[config.mk]
export PLATFORM = sky130hd
export DESIGN_NAME = mux_scan_ctrl
export DESIGN_NICKNAME = d
export VERILOG_FILES = /design/src/rtl/mux_scan_pkg.sv /design/src/rtl/scan_dwell_counter.sv /design/src/rtl/mux_scan_ctrl.sv
export SDC_FILE = /design/constraint.sdc
export NUM_CORES = 1
export LEC_CHECK = 0
export ABC_CLOCK_PERIOD_IN_PS = 2300
export CAP_MARGIN = 20
export CORE_MARGIN = 4
export CORE_UTILIZATION = 46
export CTS_CLUSTER_SIZE = 20
export DETAILED_ROUTE_END_ITERATION = 8
export GPL_ROUTABILITY_DRIVEN = 0
export PLACE_DENSITY = 0.76
export REMOVE_ABC_BUFFERS = 1
export SETUP_SLACK_MARGIN = 0.05
export SLEW_MARGIN = 25
export SYNTH_ARGS = -nofsm -noshare
export SYNTH_HDL_FRONTEND = slang
export SYNTH_SLANG_ARGS = --single-unit
[constraint.sdc]
create_clock -name clk -period 2.3 [get_ports clk]
set_clock_uncertainty 0.05 [all_clocks]
set_input_delay 0.23 -clock clk [delete_from_list [all_inputs] [get_ports clk]]
set_output_delay 0.23 -clock clk [all_outputs]
set_load 0.01 [all_outputs]
[src/rtl/mux_scan_pkg.sv]
// Shared types and sizes for the 8:1 mux scan controller.
package mux_scan_pkg;

  localparam int unsigned NUM_CH = 8;
  localparam int unsigned SEL_W  = 3;
  localparam int unsigned CNT_W  = 4;

  typedef enum logic [1:0] {
    ST_IDLE   = 2'd0,
    ST_SETTLE = 2'd1,
    ST_SAMPLE = 2'd2,
    ST_HOLD   = 2'd3
  } scan_state_e;

  // Counter reload value for a given settle time; 0 when no settle cycles are used.
  function automatic logic [CNT_W-1:0] settle_load(input int unsigned settle);
    return (settle == 0) ? CNT_W'(0) : CNT_W'(settle - 1);
  endfunction

endpackage

[src/rtl/scan_dwell_counter.sv]
// Loadable down-counter timing the select settle window; stops at zero.
module scan_dwell_counter
  import mux_scan_pkg::*;
(
  input  logic             clk,
  input  logic             rst_n,
  input  logic             i_load,
  input  logic [CNT_W-1:0] i_load_val,
  input  logic             i_en,
  output logic             o_zero_c
);

  logic [CNT_W-1:0] r_cnt;

  // Load wins over decrement so a reload on the sampling cycle starts a fresh window.
  always_ff @(posedge clk or negedge rst_n) begin
    if (!rst_n) begin
      r_cnt <= '0;
    end else if (i_load) begin
      r_cnt <= i_load_val;
    end else if (i_en && (r_cnt != '0)) begin
      r_cnt <= r_cnt - CNT_W'(1);
    end
  end

  assign o_zero_c = (r_cnt == '0);

endmodule

[src/rtl/mux_scan_ctrl.sv]
// Steps the 8:1 mux select, samples each channel after a settle window and
// presents the assembled byte on a valid/ready handshake.
module mux_scan_ctrl
  import mux_scan_pkg::*;
#(
  parameter int unsigned SETTLE = 2
) (
  input  logic              clk,
  input  logic              rst_n,
  input  logic              start,
  input  logic              cont,
  input  logic              y_in,
  output logic [SEL_W-1:0]  sel,
  output logic [NUM_CH-1:0] data_out,
  output logic              data_valid,
  input  logic              data_ready,
  output logic              busy
);

  localparam logic [CNT_W-1:0] SETTLE_LOAD = settle_load(SETTLE);
  localparam scan_state_e      FIRST_ST    = (SETTLE == 0) ? ST_SAMPLE : ST_SETTLE;
  localparam logic [SEL_W-1:0] LAST_SEL    = SEL_W'(NUM_CH - 1);

  scan_state_e       r_state;
  scan_state_e       w_next;
  logic [SEL_W-1:0]  r_sel;
  logic [NUM_CH-1:0] r_shift;
  logic [NUM_CH-1:0] r_data_out;
  logic              r_data_valid;
  logic              r_busy;

  logic w_cnt_load;
  logic w_cnt_en;
  logic w_cnt_zero_c;
  logic w_sample;
  logic w_last;
  logic w_accept;

  scan_dwell_counter u_dwell (
    .clk        (clk),
    .rst_n      (rst_n),
    .i_load     (w_cnt_load),
    .i_load_val (SETTLE_LOAD),
    .i_en       (w_cnt_en),
    .o_zero_c   (w_cnt_zero_c)
  );

  assign w_last   = (r_sel == LAST_SEL);
  assign w_accept = (r_state == ST_HOLD) && r_data_valid && data_ready;

  always_ff @(posedge clk or negedge rst_n) begin
    if (!rst_n) begin
      r_state <= ST_IDLE;
    end else begin
      r_state <= w_next;
    end
  end

  always_comb begin
    w_next     = r_state;
    w_cnt_load = 1'b0;
    w_cnt_en   = 1'b0;
    w_sample   = 1'b0;
    unique case (r_state)
      ST_IDLE: begin
        if (start) begin
          w_next     = FIRST_ST;
          w_cnt_load = 1'b1;
        end
      end
      ST_SETTLE: begin
        if (w_cnt_zero_c) begin
          w_next = ST_SAMPLE;
        end else begin
          w_cnt_en = 1'b1;
        end
      end
      ST_SAMPLE: begin
        w_sample = 1'b1;
        if (w_last) begin
          w_next = ST_HOLD;
        end else begin
          w_next     = FIRST_ST;
          w_cnt_load = 1'b1;
        end
      end
      ST_HOLD: begin
        if (w_accept) begin
          if (cont) begin
            w_next     = FIRST_ST;
            w_cnt_load = 1'b1;
          end else begin
            w_next = ST_IDLE;
          end
        end
      end
      default: w_next = ST_IDLE;
    endcase
  end

  // Datapath: the last channel's sample goes straight into the output word.
  always_ff @(posedge clk or negedge rst_n) begin
    if (!rst_n) begin
      r_sel        <= '0;
      r_shift      <= '0;
      r_data_out   <= '0;
      r_data_valid <= 1'b0;
      r_busy       <= 1'b0;
    end else begin
      r_busy <= (w_next != ST_IDLE);
      if (w_sample) begin
        r_shift[r_sel] <= y_in;
        if (w_last) begin
          r_data_out   <= {y_in, r_shift[NUM_CH-2:0]};
          r_data_valid <= 1'b1;
        end else begin
          r_sel <= r_sel + SEL_W'(1);
        end
      end
      if (w_accept) begin
        r_sel        <= '0;
        r_shift      <= '0;
        r_data_valid <= 1'b0;
      end
    end
  end

  assign sel        = r_sel;
  assign data_out   = r_data_out;
  assign data_valid = r_data_valid;
  assign busy       = r_busy;

endmodule

Word-level counts from Yosys, hierarchy flattened
Index checks and enable logic that the tools add are counted.
Widths: inputs -> output; s select.
{"block": "op_classes", "addsub": 2, "n_lt_le_gt_ge": 2, "eq_ne": 5, "mux": 27, "reduce_logical": 14}
{"cell": "$mux 8", "count": 2}
{"cell": "$mux 1", "count": 12}
{"cell": "$mux 3", "count": 3}
{"cell": "$bwmux 8", "count": 1}
{"cell": "$mux 2", "count": 4}
{"cell": "$mux 4", "count": 2}
{"cell": "$pmux 2 s4", "count": 1}
{"cell": "$reduce_bool 2->1", "count": 4}
{"cell": "$reduce_and 2->1", "count": 3}
{"cell": "$eq 2x2->1 const B", "count": 2}
{"cell": "$logic_and 1x1->1", "count": 4}
{"cell": "$logic_not 4->1", "count": 1}
{"cell": "$lt 3x4->1 const B", "count": 1}
{"cell": "$reduce_bool 4->1", "count": 1}
{"cell": "$sub 4x1->4 const B", "count": 1}
{"cell": "$add 3x1->3 const B", "count": 1}
{"cell": "$demux 1 s3", "count": 1}
{"cell": "$eq 3x3->1 const B", "count": 1}
{"cell": "$ge 3x1->1 const B", "count": 1}
{"cell": "$pmux 1 s3", "count": 1}
{"cell": "$eq 2x1->1 const B", "count": 1}
{"cell": "$logic_not 2->1", "count": 1}
{"cell": "$ne 2x1->1 const B", "count": 1}
{"block": "totals", "register_bits": 27, "out_inout_bits": 13, "wordCells": 57}

Longest topological paths before layout
Gate-level depths: netlist of run 1.
{"block": "depth", "depth_word": 7, "ltp_mapped": 5, "depth_no_buf": 5}

Hierarchy
From an unflattened synthesis of run 1, not the netlist that was laid out.
{"block": "hier_totals", "hier_cells": 123, "hier_area_um2": 1342.5}
{"module": "mux_scan_ctrl", "n_inst": 1, "cells_each": 96, "area_each_um2": 1072.3}
{"module": "scan_dwell_counter", "n_inst": 1, "cells_each": 27, "area_each_um2": 270.3}

Least setup slack after synthesis of run 1
No wires, ideal clock.
{"block": "synth_path", "path_type": "reg-to-reg", "start": "register u_dwell.r_cnt[0]", "end": "register u_dwell.r_cnt[0]", "setup_time_ps": 146, "arrival_ps": 1666, "setup_slack_ps": 437, "path_stages_with_launch": 6, "path_buffers": 0, "period_less_slack_ps": 1863, "path_cell_list": "dfrtp_1 > inv_1 > ha_1 > nor3b_1 > nor3_1 > or4b_2"}
{"block": "synth_via", "elab_chain_len": 5}
{"element": "start: declaration", "line_no": "scan_dwell_counter.sv:13", "source": "logic [CNT_W-1:0] r_cnt;"}
{"element": "start signal: assignment", "line_no": "scan_dwell_counter.sv:20", "source": "r_cnt <= i_load_val;"}
{"element": "start signal: assignment", "line_no": "scan_dwell_counter.sv:22", "source": "r_cnt <= r_cnt - CNT_W'(1);"}
{"element": "parallel branches: the longest is 5 deep, another holds $sub 4x1->4"}
Several ways; the timed one is not identified. The select of a mux whose other input is x is not followed.
A chain may end at the register's enable or synchronous reset.

Final worst setup path of run 1
{"block": "layout_path", "start": "register r_sel[0], in the netlist sel[0]", "end": "register u_dwell.r_cnt[0]"}
{"block": "layout_via", "elab_chain_len": 4}
{"element": "start: declaration", "line_no": "mux_scan_ctrl.sv:26", "source": "logic [SEL_W-1:0] r_sel;"}
{"element": "start signal: assignment", "line_no": "mux_scan_ctrl.sv:117", "source": "r_sel <= r_sel + SEL_W'(1);"}
{"element": "$eq 3x3->1 *", "line_no": "mux_scan_ctrl.sv:48", "source": "assign w_last = (r_sel == LAST_SEL);"}
{"element": "$mux 1 *", "line_no": "mux_scan_ctrl.sv:80", "source": "if (w_last) begin"}
{"element": "$pmux 1 s3 *", "line_no": "mux_scan_ctrl.sv:64", "source": "unique case (r_state)"}
{"element": "$mux 4 or $reduce_bool 2->1 (tied branches)"}
Mark *: on every way between the ends. The rest lies on a longest branch, timed or not.

==> flow_summary.ini, run 1 <==
[global_route]
met1_usage = 0.217
grt_use_met2 = 0.258
grt_pass1_vias = 999
grt_pass1_wl_mm = 4.49
grtUsageTotal = 0.164
grt.met3_usage = 0.0298
antenna_found_initial = 0
top_usage_layer = met2
grt_start_max_net_pins = 27
overflow = 0

[logic_synthesis]
synth_area_leaders = dfrtp_1 (51%), mux2_2 (7.1%), a21oi_1 (4.0%)
syn_inst = 119
yosysSeqAreaShare = 0.515
ys_types = 31
synth_top_area_share = 0.515
syn-cell-area_sq_um = 1260
ys_ff_latch = 26
synth_top_area_cell = dfrtp_1
ys_warn_count = 0
avgSynthCellArea_sq_um = 10.6

[floorplan]
floorplan.initialDensity = 0.497
dieHeight_um = 60.4
dieWidth_um = 60.4
coreArea_sq_um = 2540
die_area_sq_um = 3650
io_pins = 19
row_count = 18

[clocking]
cts_setup_buffers = 0
cts_resized = 0
numCtsBuffers = 3
clock-root-buffer = clkbuf_4
cts_max_path_buffers = 2
clk_pin_slew_ns = 0.14
cts_tree = built
h-tree-depth = 1
ctsHoldBuffers = 0
cts_sinks = 26
clock_latency_ns = 0.32

[worst_hold_path]
min_path_type = in2async

[worst_setup_path]
worst_ep_arrival_time_ns = 2.17
crit_fanout = 9
worst_ep_required_time_ns = 2.44
crit_path_max_incr_delay_ns = 0.66
end_kind = register
worst_path_max_delay_cell = or4b_2
crit_chain = ha_1, ha_1, nand2b_1, a21oi_1, or4b_2
critPathLaunchType = register
path_class = reg2reg
crit_top_cell = ha_1

[timing]
fmax_mhz = 493
setup_viol = 0
setup_slack_ns = 0.270
final_max_slew_viol_count = 0
relSlewSlack = 0.606
worst_pin_slew_ns = 0.590
post-route-period-util = 0.883
period_minus_slack_ns = 2.03
hold_violations = 0
fin_setup_tns_ns = 0
rsz0062_at_grt = no

[finish]
area_growth_pct = 21.4
n_antenna_cell = 0
fin_nets = 148
drive_above_1_share = 0.131

[placement]
hpwl_mm = 1.82
port_buffers = 18
pre_cts_ws_ns = 0.238

[pwr]
power_frac_seq = 0.424
switchingPower_mw = 0.681
combPwrFrac = 0.416
sw_frac_of_total = 0.350
p_leak_nw = 0.627
p_int_mw = 1.26
peakVddDrop_mv = 0.733
p_clk_frac = 0.160
power_density_nw_per_um2 = 1270

[detailed_routing]
wirelength_mm = 2.53
drtAntennaViolNets = 0
drc = 0
dr_total_vias = 975
vias_per_cell = 5.84
routedWlPerCell_um = 15.1
first_pass_iters = 4
drt_iter0_markers = 23

[job]
maxCapViolCount = 0

[status]
status = completed
cell type report:
| type | instances | area [sq um] |
|---|---|---|
| timing repair buffer | 21 | 203 |
| clock buffer | 3 | 22.5 |
| inverter | 3 | 11.3 |
| sequential | 26 | 651 |
| tap | 30 | 37.5 |
| multi-input combinational | 83 | 579 |
| clock inverter | 1 | 30.0 |
| fill | 216 | 1010 |
per-layer routing:
layer  part of all wire  routed length [um]
met3              0.038                  97
met1               0.47                1180
met4              0.014                  36
met5                  0                   0
met2               0.48                1210
critical path: cells and delay by family, from the launching register on:
kind	cells	cell delay (ns)
adder cells (fa/ha/maj)	2	0.41
flip-flops	1	0.53
AO/OA/AOI/OAI	1	0.13
AND/OR/NAND/NOR	2	0.78
metrics by stage:
stage          total power [mW]  area (sq um)  std cells   util  hold WS [ns]
6_report                   1.94          1530        167  0.603         0.201
2_1_floorplan              1.26          1240        112      -        -0.116
5_1_grt                    2.10          1530        167  0.603         0.206
3_3_place_gp               1.58          1480        163  0.580         0.438
4_1_cts                    1.95          1530        167  0.601         0.195
3_5_place_dp               1.63          1480        163  0.580         0.437
worst paths after layout:
kind | start | to | slack (ns) | cells after the start
hold / removal | rst_n | data_valid | 0.20 | 2
min in group clk | r_shift[2] | data_out[2] | 0.47 | 1
max in group asynchronous | rst_n | data_out[5] | 1.75 | 2
setup / recovery | sel[0] | u_dwell.r_cnt[0] | 0.27 | 5
setup reg to reg | sel[0] | u_dwell.r_cnt[0] | 0.27 | 5
hold reg to reg | r_shift[2] | data_out[2] | 0.47 | 1
sequential cells by signal, indices dropped and copies added (netlist names):
register / flops
busy: 1
data_out: 8
data_valid: 1
r_shift: 7
r_state: 2
sel: 3
u_dwell.r_cnt: 4
cell usage in the layout, fill, tap and decap left out, drive strengths merged, types with 2 or more instances in the layout:
cell	n
or4	2
a21oi	10
inv	3
nand4	5
nand3	4
nor2b	4
o31ai	2
mux2i	2
nand2b	5
dfrtp	26
clkbuf	3
nor2	6
o21ai	10
nand2	3
mux2	8
or4b	2
nor3b	3
clkdlybuf4s50	18
ha	4
buf	3
a211oi	3
cells by family (layout without fill, tap and decap cells):
family,after synthesis,count (layout),share of synthesized area
compound gates,28,28,0.130
fa+ha+maj,4,4,0.0396
buf+inv,10,28,0.0307
flops,26,26,0.515
mux,10,10,0.0871
xor+xnor,1,1,0.00693
simple gates,40,40,0.191
power by group through the flow:
stage,clock network [mW],registers (mW),logic [mW]
3_3_place_gp,0,0.819,0.759
5_1_grt,0.339,0.860,0.896
2_1_floorplan,0,0.852,0.410
6_report,0.311,0.825,0.809
3_5_place_dp,0,0.832,0.799
4_1_cts,0.323,0.821,0.806
synth_stat cells:
library cell	number
or4_1	2
o31ai_1	2
o32a_1	1
o21ai_0	10
a21oi_1	10
xnor2_1	1
or3_1	1
and2_1	1
nor2b_1	4
nand2_1	3
nor2_1	6
inv_1	3
o22a_1	1
buf_2	1
nand4_1	5
mux2_2	8
nor3b_1	3
and4_1	1
nand3b_1	1
dfrtp_1	26
or4b_2	1
or3b_2	1
o211ai_1	1
nand3_1	4
or4b_1	1
clkbuf_1	6
ha_1	4
nand2b_1	5
nor3_1	1
mux2i_1	2
a211oi_1	3
No activity file was read; power rests on OpenSTA's default activity.
==> run 2, diff against run 1 <==
CORE_MARGIN = not set   (was 4)
==> flow_summary.ini, run 2 (synthesized netlist as in run 1, its figures left out) <==
[worst_setup_path]
critPathLaunchType = register
path_class = reg2reg
r2r_end = u_dwell.r_cnt[0]
r2r-start = sel[1]
end_kind = register
r2r_slack_ns = 0.21
crit_fanout = 12
r2r_cells = 5
worst_ep_arrival_time_ns = 2.22
worst_ep_required_time_ns = 2.43

[worst_hold_path]
min_path_type = in2async

[floorplan]
floorplan.initialDensity = 0.497
die_area_sq_um = 2960
coreArea_sq_um = 2540
row_count = 18
dieWidth_um = 54.4
dieHeight_um = 54.4
io_pins = 19

[clocking]
ctsHoldBuffers = 0
cts_resized = 0
cts_sinks = 26
cts_tree = built
clk_pin_slew_ns = 0.12
cts_setup_buffers = 0
clock-root-buffer = clkbuf_4
h-tree-depth = 1
numCtsBuffers = 3
cts_max_path_buffers = 2
clock_latency_ns = 0.31

[timing]
fin_setup_tns_ns = 0
post-route-period-util = 0.908
setup_viol = 0
fmax_mhz = 479
period_minus_slack_ns = 2.09
worst_pin_slew_ns = 0.534
final_max_slew_viol_count = 0
rsz0062_at_grt = no
hold_violations = 0
relSlewSlack = 0.643

[finish]
n_antenna_cell = 0
multi_input_area_sq_um = 574
largest_reg_flops = 8
area_growth_pct = 18.6
fillCellCount = 213
register_area_sq_um = 651
stdcell_area_sq_um = 1500
layout_commonest_cell = dfrtp_1
drive_above_1_share = 0.118
mostFrequentLayoutCells = dfrtp_1 (26), clkdlybuf4s50_1 (18), o21ai_0 (10), a21oi_1 (10), mux2_2 (8)
fin_nets = 148

[status]
status = completed

[detailed_routing]
drt_iter0_markers = 15
drtAntennaViolNets = 0
vias_per_cell = 5.60
routedWlPerCell_um = 13.3
first_pass_iters = 4
dr_total_vias = 929
drc = 0
wirelength_mm = 2.21

[placement]
placed_area_sq_um = 1480
hpwl_mm = 1.64
port_buffers = 18

[global_route]
overflow = 0
antenna_found_initial = 0
grtUsageTotal = 0.181
grt_start_max_net_pins = 27
grt_pass1_wl_mm = 3.79
grt_pass1_vias = 841

[job]
maxCapViolCount = 0

[pwr]
peakVddDrop_mv = 0.976
power_density_nw_per_um2 = 1170
p_leak_nw = 0.610
[run 2: report_power, final]
group	total (mW)	internal (mW)	switching (mW)	leakage (nW)
Clock	0.176	0.0612	0.115	0.0138
Sequential	0.841	0.643	0.197	0.320
Combinational	0.743	0.429	0.315	0.276
Total	1.76	1.13	0.627	0.610
[run 2: how the worst max path moves through the flow]
| stage | from | slack (ns) | to |
|---|---|---|---|
| 2_1_floorplan | sel[1] | 0.37 | u_dwell.r_cnt[0] |
| 3_3_place_gp | sel[1] | 0.31 | u_dwell.r_cnt[0] |
| 3_5_place_dp | sel[1] | 0.23 | u_dwell.r_cnt[0] |
| 4_1_cts | sel[1] | 0.21 | u_dwell.r_cnt[0] |
| 5_1_grt | u_dwell.r_cnt[0] | 0.06 | u_dwell.r_cnt[0] |
| 6_report | sel[1] | 0.21 | u_dwell.r_cnt[0] |
[run 2: cell type report]
cell class                      instances  area share
Multi-Input combinational cell         83       0.383
Timing Repair Buffer                   21       0.135
Sequential cell                        26       0.434
Tap cell                               30      0.0250
Clock buffer                            3      0.0150
Inverter                                3     0.00751
[run 2: metal layers]
metal	vias to the layer above	track usage	wire length (um)
met2	19	0.266	1050
met4	0	0.0427	15
li1	472	-	-
met5	-	0	0
met1	436	0.260	1040
met3	2	0.0556	103
[run 2: per-stage QoR]
step | util | instances | setup WS, ns | hold slack [ns] | power (mW)
3_5_place_dp | 0.580 | 163 | 0.234 | 0.446 | 1.60
4_1_cts | 0.589 | 166 | 0.211 | 0.212 | 1.78
3_3_place_gp | 0.580 | 163 | 0.311 | 0.437 | 1.57
6_report | 0.589 | 166 | 0.212 | 0.210 | 1.76
2_1_floorplan | - | 112 | 0.369 | -0.116 | 1.26
5_1_grt | 0.589 | 166 | 0.0581 | 0.235 | 1.92
[run 2: critical path, stage by stage, from the launching register on]
cell      delay [ns]
dfrtp_1         0.57
ha_1            0.22
ha_1            0.22
nand2b_1        0.12
a21oi_1         0.12
or4b_2          0.66
==> patch 1 (config.mk and constraints of run 1) <==
Set the package constant `NUM_CH` to 4 (it was 8).
--- a/src/rtl/mux_scan_pkg.sv
+++ b/src/rtl/mux_scan_pkg.sv
@@ -2,5 +2,5 @@
 package mux_scan_pkg;
 
-  localparam int unsigned NUM_CH = 8;
+  localparam int unsigned NUM_CH = 4;
   localparam int unsigned SEL_W  = 3;
   localparam int unsigned CNT_W  = 4;
Ports: changed (resized data_out); port bits go from 19 to 15. No check against the original RTL was run, so the function may have changed too.
==> patch 1 against run 1 <==
  * Sequential cell count shrank 8
  * Power is 30% lower
  * Wire length decreased by 29%
  * Area after synthesis is 24% lower
  * Cell area fell by 25%
  * Count of clock-buffer cells in the layout is 1 higher
  * Via count down 29%
  * Synthesized cell count is 27% lower
  * Worst setup slack gained 150 ps
  * Largest power group is now combinational cells
  * Highest routed layer unchanged
==> patch 1: results (changes against run 1) <==
[yosys]
synth-xor-area-share = 0.00916  ; was 0.00693
ys_types = 32  ; was 31
netlist_top_cells_area = dfrtp_1, ha_1, mux2i_1, mux2_1, nor4bb_1  ; was dfrtp_1, mux2_2, a21oi_1, ha_1, o21ai_0
muxShareOfSynthArea = 0.0995  ; was 0.0871
synth_warnings = 0  ; unchanged
synth_common_cells = dfrtp_1, nor2_1, ha_1  ; was dfrtp_1, a21oi_1, o21ai_0
synth_compound_area_frac = 0.0929  ; was 0.130
asyncSetResetFlopFracSynth = 1.00  ; unchanged
synthFlopType = dfrtp_1  ; unchanged
synthAdderAreaFrac = 0.0785  ; was 0.0396
ys_seq_area_frac = 0.471  ; was 0.515

[grt]
grt_max_degree = 19  ; was 27
grt_pass1_wl_mm = 3.32  ; was 4.49 mm
antenna_found_initial = 0  ; unchanged
grt_usage = 0.160  ; was 0.164
first_global_vias = 774  ; was 999

[place]
placed_cell_area_sq_um = 1120  ; was 1480 sq um
port_buffers = 14  ; was 18
dp_hpwl_mm = 1.28  ; was 1.82 mm
place_ws_ps = 435  ; was 238 ps

[sta]
worst_pin_slew_ps = 816  ; was 590 ps

[cts]
clk_pin_slew_ps = 100  ; was 140 ps
clock_latency_ps = 290  ; was 320 ps
clockBufferDepth = 2  ; unchanged
cts_buffers = 3  ; unchanged
clock_tree.root_cell = clkbuf_4  ; unchanged
cts_repair_resize_count = 0  ; unchanged
htree_levels = 1  ; unchanged

[layout]
insertedDiodeCount = 0  ; unchanged
final_nets = 116  ; was 148
drive_gt1_frac = 0.0777  ; was 0.131

[drt]
drt_iter0_drc = 8  ; was 23
ant_nets = 0  ; unchanged
first_pass_iters = 4  ; unchanged
drt-total-wl_mm = 1.79  ; was 2.53 mm
num_vias = 697  ; was 975

[critical_path]
worstPathArrival_ps = 2000  ; was 2170 ps
worstPathMaxFanout = 6  ; was 9

[power]
p_sw_frac = 0.372  ; was 0.350
p_leak_nw = 0.503  ; was 0.627 nW
vdd_drop_max_mv = 0.678  ; was 0.733 mV

[min_path]
worstHoldPathType = in -> async  ; unchanged

[status]
outcome = completed  ; unchanged

==> patch 1: kinds of logic (layout without fill, tap and decap cells) <==
logic type,after synthesis,after routing
adder cells (fa/ha/maj),6,6
buffers and inverters,8,24
flip-flops,18,18
AND/OR/NAND/NOR,31,31
multiplexers,9,9
XOR/XNOR,1,1
AO/OA/AOI/OAI,14,14
==> patch 1: area by class of cell <==
type                            count  area, sq um
Fill cell                         192          808
Multi-Input combinational cell     61          467
Sequential cell                    18          450
Timing Repair Buffer               15          148
Clock buffer                        4         36.3
Tap cell                           27         33.8
Inverter                            5         18.8
==> patch 1: stage by stage <==
step           hold WS (ps)  cells
5_1_grt                 396    130
2_1_floorplan          -116     84
6_report                348    130
3_5_place_dp            434    126
3_3_place_gp            425    126
4_1_cts                 365    130
==> patch 1: final timing paths <==
| path | from | to | slack [ps] | cells past startpoint |
|---|---|---|---|---|
| worst min register to register | r_shift[2] | data_out[2] | 460 | 1 |
| min in group clk | r_shift[2] | data_out[2] | 460 | 1 |
| worst min-delay path | rst_n | u_dwell.r_cnt[3] | 350 | 1 |
| worst max-delay path | u_dwell.r_cnt[0] | u_dwell.r_cnt[0] | 420 | 5 |
| worst max register to register | u_dwell.r_cnt[0] | u_dwell.r_cnt[0] | 420 | 5 |
| max in group asynchronous | rst_n | busy | 1350 | 1 |
==> patch 1: worst max-delay path, stage by stage, from the launching register on <==
cell and delay (ps):
dfrtp_1 410, inv_1 70, ha_1 170, nor3b_1 490
nor3_1 100, or4b_1 470
==> patch 1: layer usage <==
layer	up-vias	GRT usage	share of wire
met2	10	0.278	0.50
met4	0	0.0766	0.022
met5	-	0	0
met3	5	0.0360	0.025
met1	338	0.184	0.46
li1	344	-	-
==> patch 1: power by group through the flow <==
| stage | sequential (mW) | combinational, mW | clock [mW] |
|---|---|---|---|
| final | 0.581 | 0.583 | 0.196 |
| after global routing | 0.608 | 0.663 | 0.217 |
| after CTS | 0.581 | 0.590 | 0.202 |
| after detailed placement | 0.586 | 0.585 | 0 |
| after global placement | 0.576 | 0.567 | 0 |
| after floorplan | 0.587 | 0.349 | 0 |
==> patch 2 (config.mk and constraints of run 1) <==
Made on the original files. Encoding of `scan_state_e`: now one-hot (4 bits for 4 states).
--- a/src/rtl/mux_scan_pkg.sv
+++ b/src/rtl/mux_scan_pkg.sv
@@ -6,9 +6,9 @@
   localparam int unsigned CNT_W  = 4;
 
-  typedef enum logic [1:0] {
-    ST_IDLE   = 2'd0,
-    ST_SETTLE = 2'd1,
-    ST_SAMPLE = 2'd2,
-    ST_HOLD   = 2'd3
+  typedef enum logic [3:0] {
+    ST_IDLE   = 4'b0001,
+    ST_SETTLE = 4'b0010,
+    ST_SAMPLE = 4'b0100,
+    ST_HOLD   = 4'b1000
   } scan_state_e;
 
Behaviour: no difference found for any inputs over 10 cycles, from zero or initial values and one cycle with rst_n low; not proved beyond that.
==> patch 2 against run 1 <==
  * Cell area rose by 13%
  * Worst setup slack got worse by 55 ps
  * Wire length rose by 11%
  * Sequential share of layout area fell by 1.8 points
  * Area after synthesis rose by 14%
  * Sequential cell count rose by 2
  * Critical path depth fell by 2
  * Via count rose by 13%
  * Critical path type unchanged
  * Critical endpoint is now u_dwell.r_cnt[3]
Power is not compared: it rests on default switching activity, and its combinational part moved more than twofold at a synthesized area within 25%.
==> patch 2: results (changes against run 1) <==
[drt]
drt-total-wl_mm = 2.80  ; was 2.53 mm
drt-vias-per-instance = 5.69  ; was 5.84
drt_iter0_drc = 65  ; was 23
first_pass_iters = 4  ; unchanged

[yosys]
synthAdderAreaFrac = 0.0348  ; was 0.0396
ys_seq_area_frac = 0.488  ; was 0.515
synth_common_cells = dfrtp_1, mux2_2, a21oi_1  ; was dfrtp_1, a21oi_1, o21ai_0
muxShareOfSynthArea = 0.0705  ; was 0.0871
synth_compound_area_frac = 0.147  ; was 0.130
synth-xor-area-share = 0  ; was 0.00693
netlist_top_cells_area = dfrtp_1, mux2_2, ha_1, a21oi_1, nand4b_1  ; was dfrtp_1, mux2_2, a21oi_1, ha_1, o21ai_0
ys_types = 40  ; was 31

[critical_path]
crit_path_max_incr_delay_ps = 680  ; was 660 ps
worstPathArrival_ps = 2280  ; was 2170 ps
worstPathMaxFanout = 10  ; was 9
cp_slowest_cell = or4b_1  ; was or4b_2
rr_worst_depth = 3  ; was 5

[grt]
first_global_vias = 1097  ; was 999
grt_usage = 0.148  ; was 0.164
grt_max_degree = 29  ; was 27
grt_pass1_wl_mm = 4.91  ; was 4.49 mm
antenna_found_initial = 0  ; unchanged

[power]
vdd_drop_max_mv = 0.576
p_leak_nw = 0.700

[layout]
final_nets = 160  ; was 148
insertedDiodeCount = 0  ; unchanged
drive_gt1_frac = 0.174  ; was 0.131
area_delta_synth_final_pct = 20.2  ; was 21.4%
largest_register_ffs = 8  ; unchanged

[place]
dp_hpwl_mm = 2.00  ; was 1.82 mm

[cts]
clock_tree.root_cell = clkbuf_4  ; unchanged
post_cts_buffers = 0  ; unchanged
cts_repair_resize_count = 0  ; unchanged
clockBufferDepth = 2  ; unchanged
clock_latency_ps = 340  ; was 320 ps
clk_pin_slew_ps = 160  ; was 140 ps

[floorplan]
start_util = 0.475  ; was 0.497

[status]
outcome = completed  ; unchanged

[min_path]
worstHoldPathType = in -> async  ; unchanged

[sta]
relSlewSlack = 0.719  ; was 0.606

## patch 2: worst max-delay path, delay by kind of cell, from the launching register on
kind	cells	cell delay [ps]
AOI/OAI and AO/OA	1	260
and+or+nand+nor	2	1190
DFF	1	500
## patch 2: area by class of cell
type | count | area (sq um)
Clock buffer | 3 | 22.5
Clock inverter | 1 | 30.0
Fill cell | 270 | 1300
Inverter | 7 | 26.3
Multi-Input combinational cell | 85 | 659
Sequential cell | 28 | 702
Tap cell | 44 | 55.1
Timing Repair Buffer | 25 | 233
## patch 2: per-stage QoR
stage	setup WS [ps]	cell area (sq um)	cells	utilization	hold WS (ps)
4_1_cts	223	1730	193	0.571	195
2_1_floorplan	232	1390	120	-	-116
3_3_place_gp	318	1680	189	0.553	438
6_report	214	1730	193	0.571	184
5_1_grt	139	1730	193	0.571	215
3_5_place_dp	221	1680	189	0.553	443
## patch 2: final timing paths
path,start,to,slack (ps)
setup / recovery,r_state[2],u_dwell.r_cnt[3],210
hold / removal,rst_n,data_out[1],180
setup reg to reg,r_state[2],u_dwell.r_cnt[3],210
hold reg to reg,data_out[2],data_out[2],470
max in group asynchronous,rst_n,r_state[0],1700
min in group clk,data_out[2],data_out[2],470
## patch 2: layer usage
metal  part of all wire  global-route usage  vias up
met5                  0                   0        -
met4             0.0082              0.0350        0
met3              0.052              0.0422        4
met2               0.49               0.258       32
met1               0.45               0.180      537
li1                   -                   -      525
## patch 2: kinds of logic after synthesis
| kind of cell | after synthesis |
|---|---|
| mux | 9 |
| buf+inv | 17 |
| flops | 28 |
| fa+ha+maj | 4 |
| simple gates | 41 |
| compound gates | 31 |
## patch 2: where the power goes
| part | switching (mW) | total [mW] | internal (mW) | leakage, nW |
|---|---|---|---|---|
| clock | 0.154 | 0.330 | 0.176 | 0.0279 |
| sequential | 0.0819 | 0.651 | 0.569 | 0.337 |
| combinational | 0.189 | 0.386 | 0.197 | 0.336 |
| total | 0.425 | 1.37 | 0.943 | 0.700 |
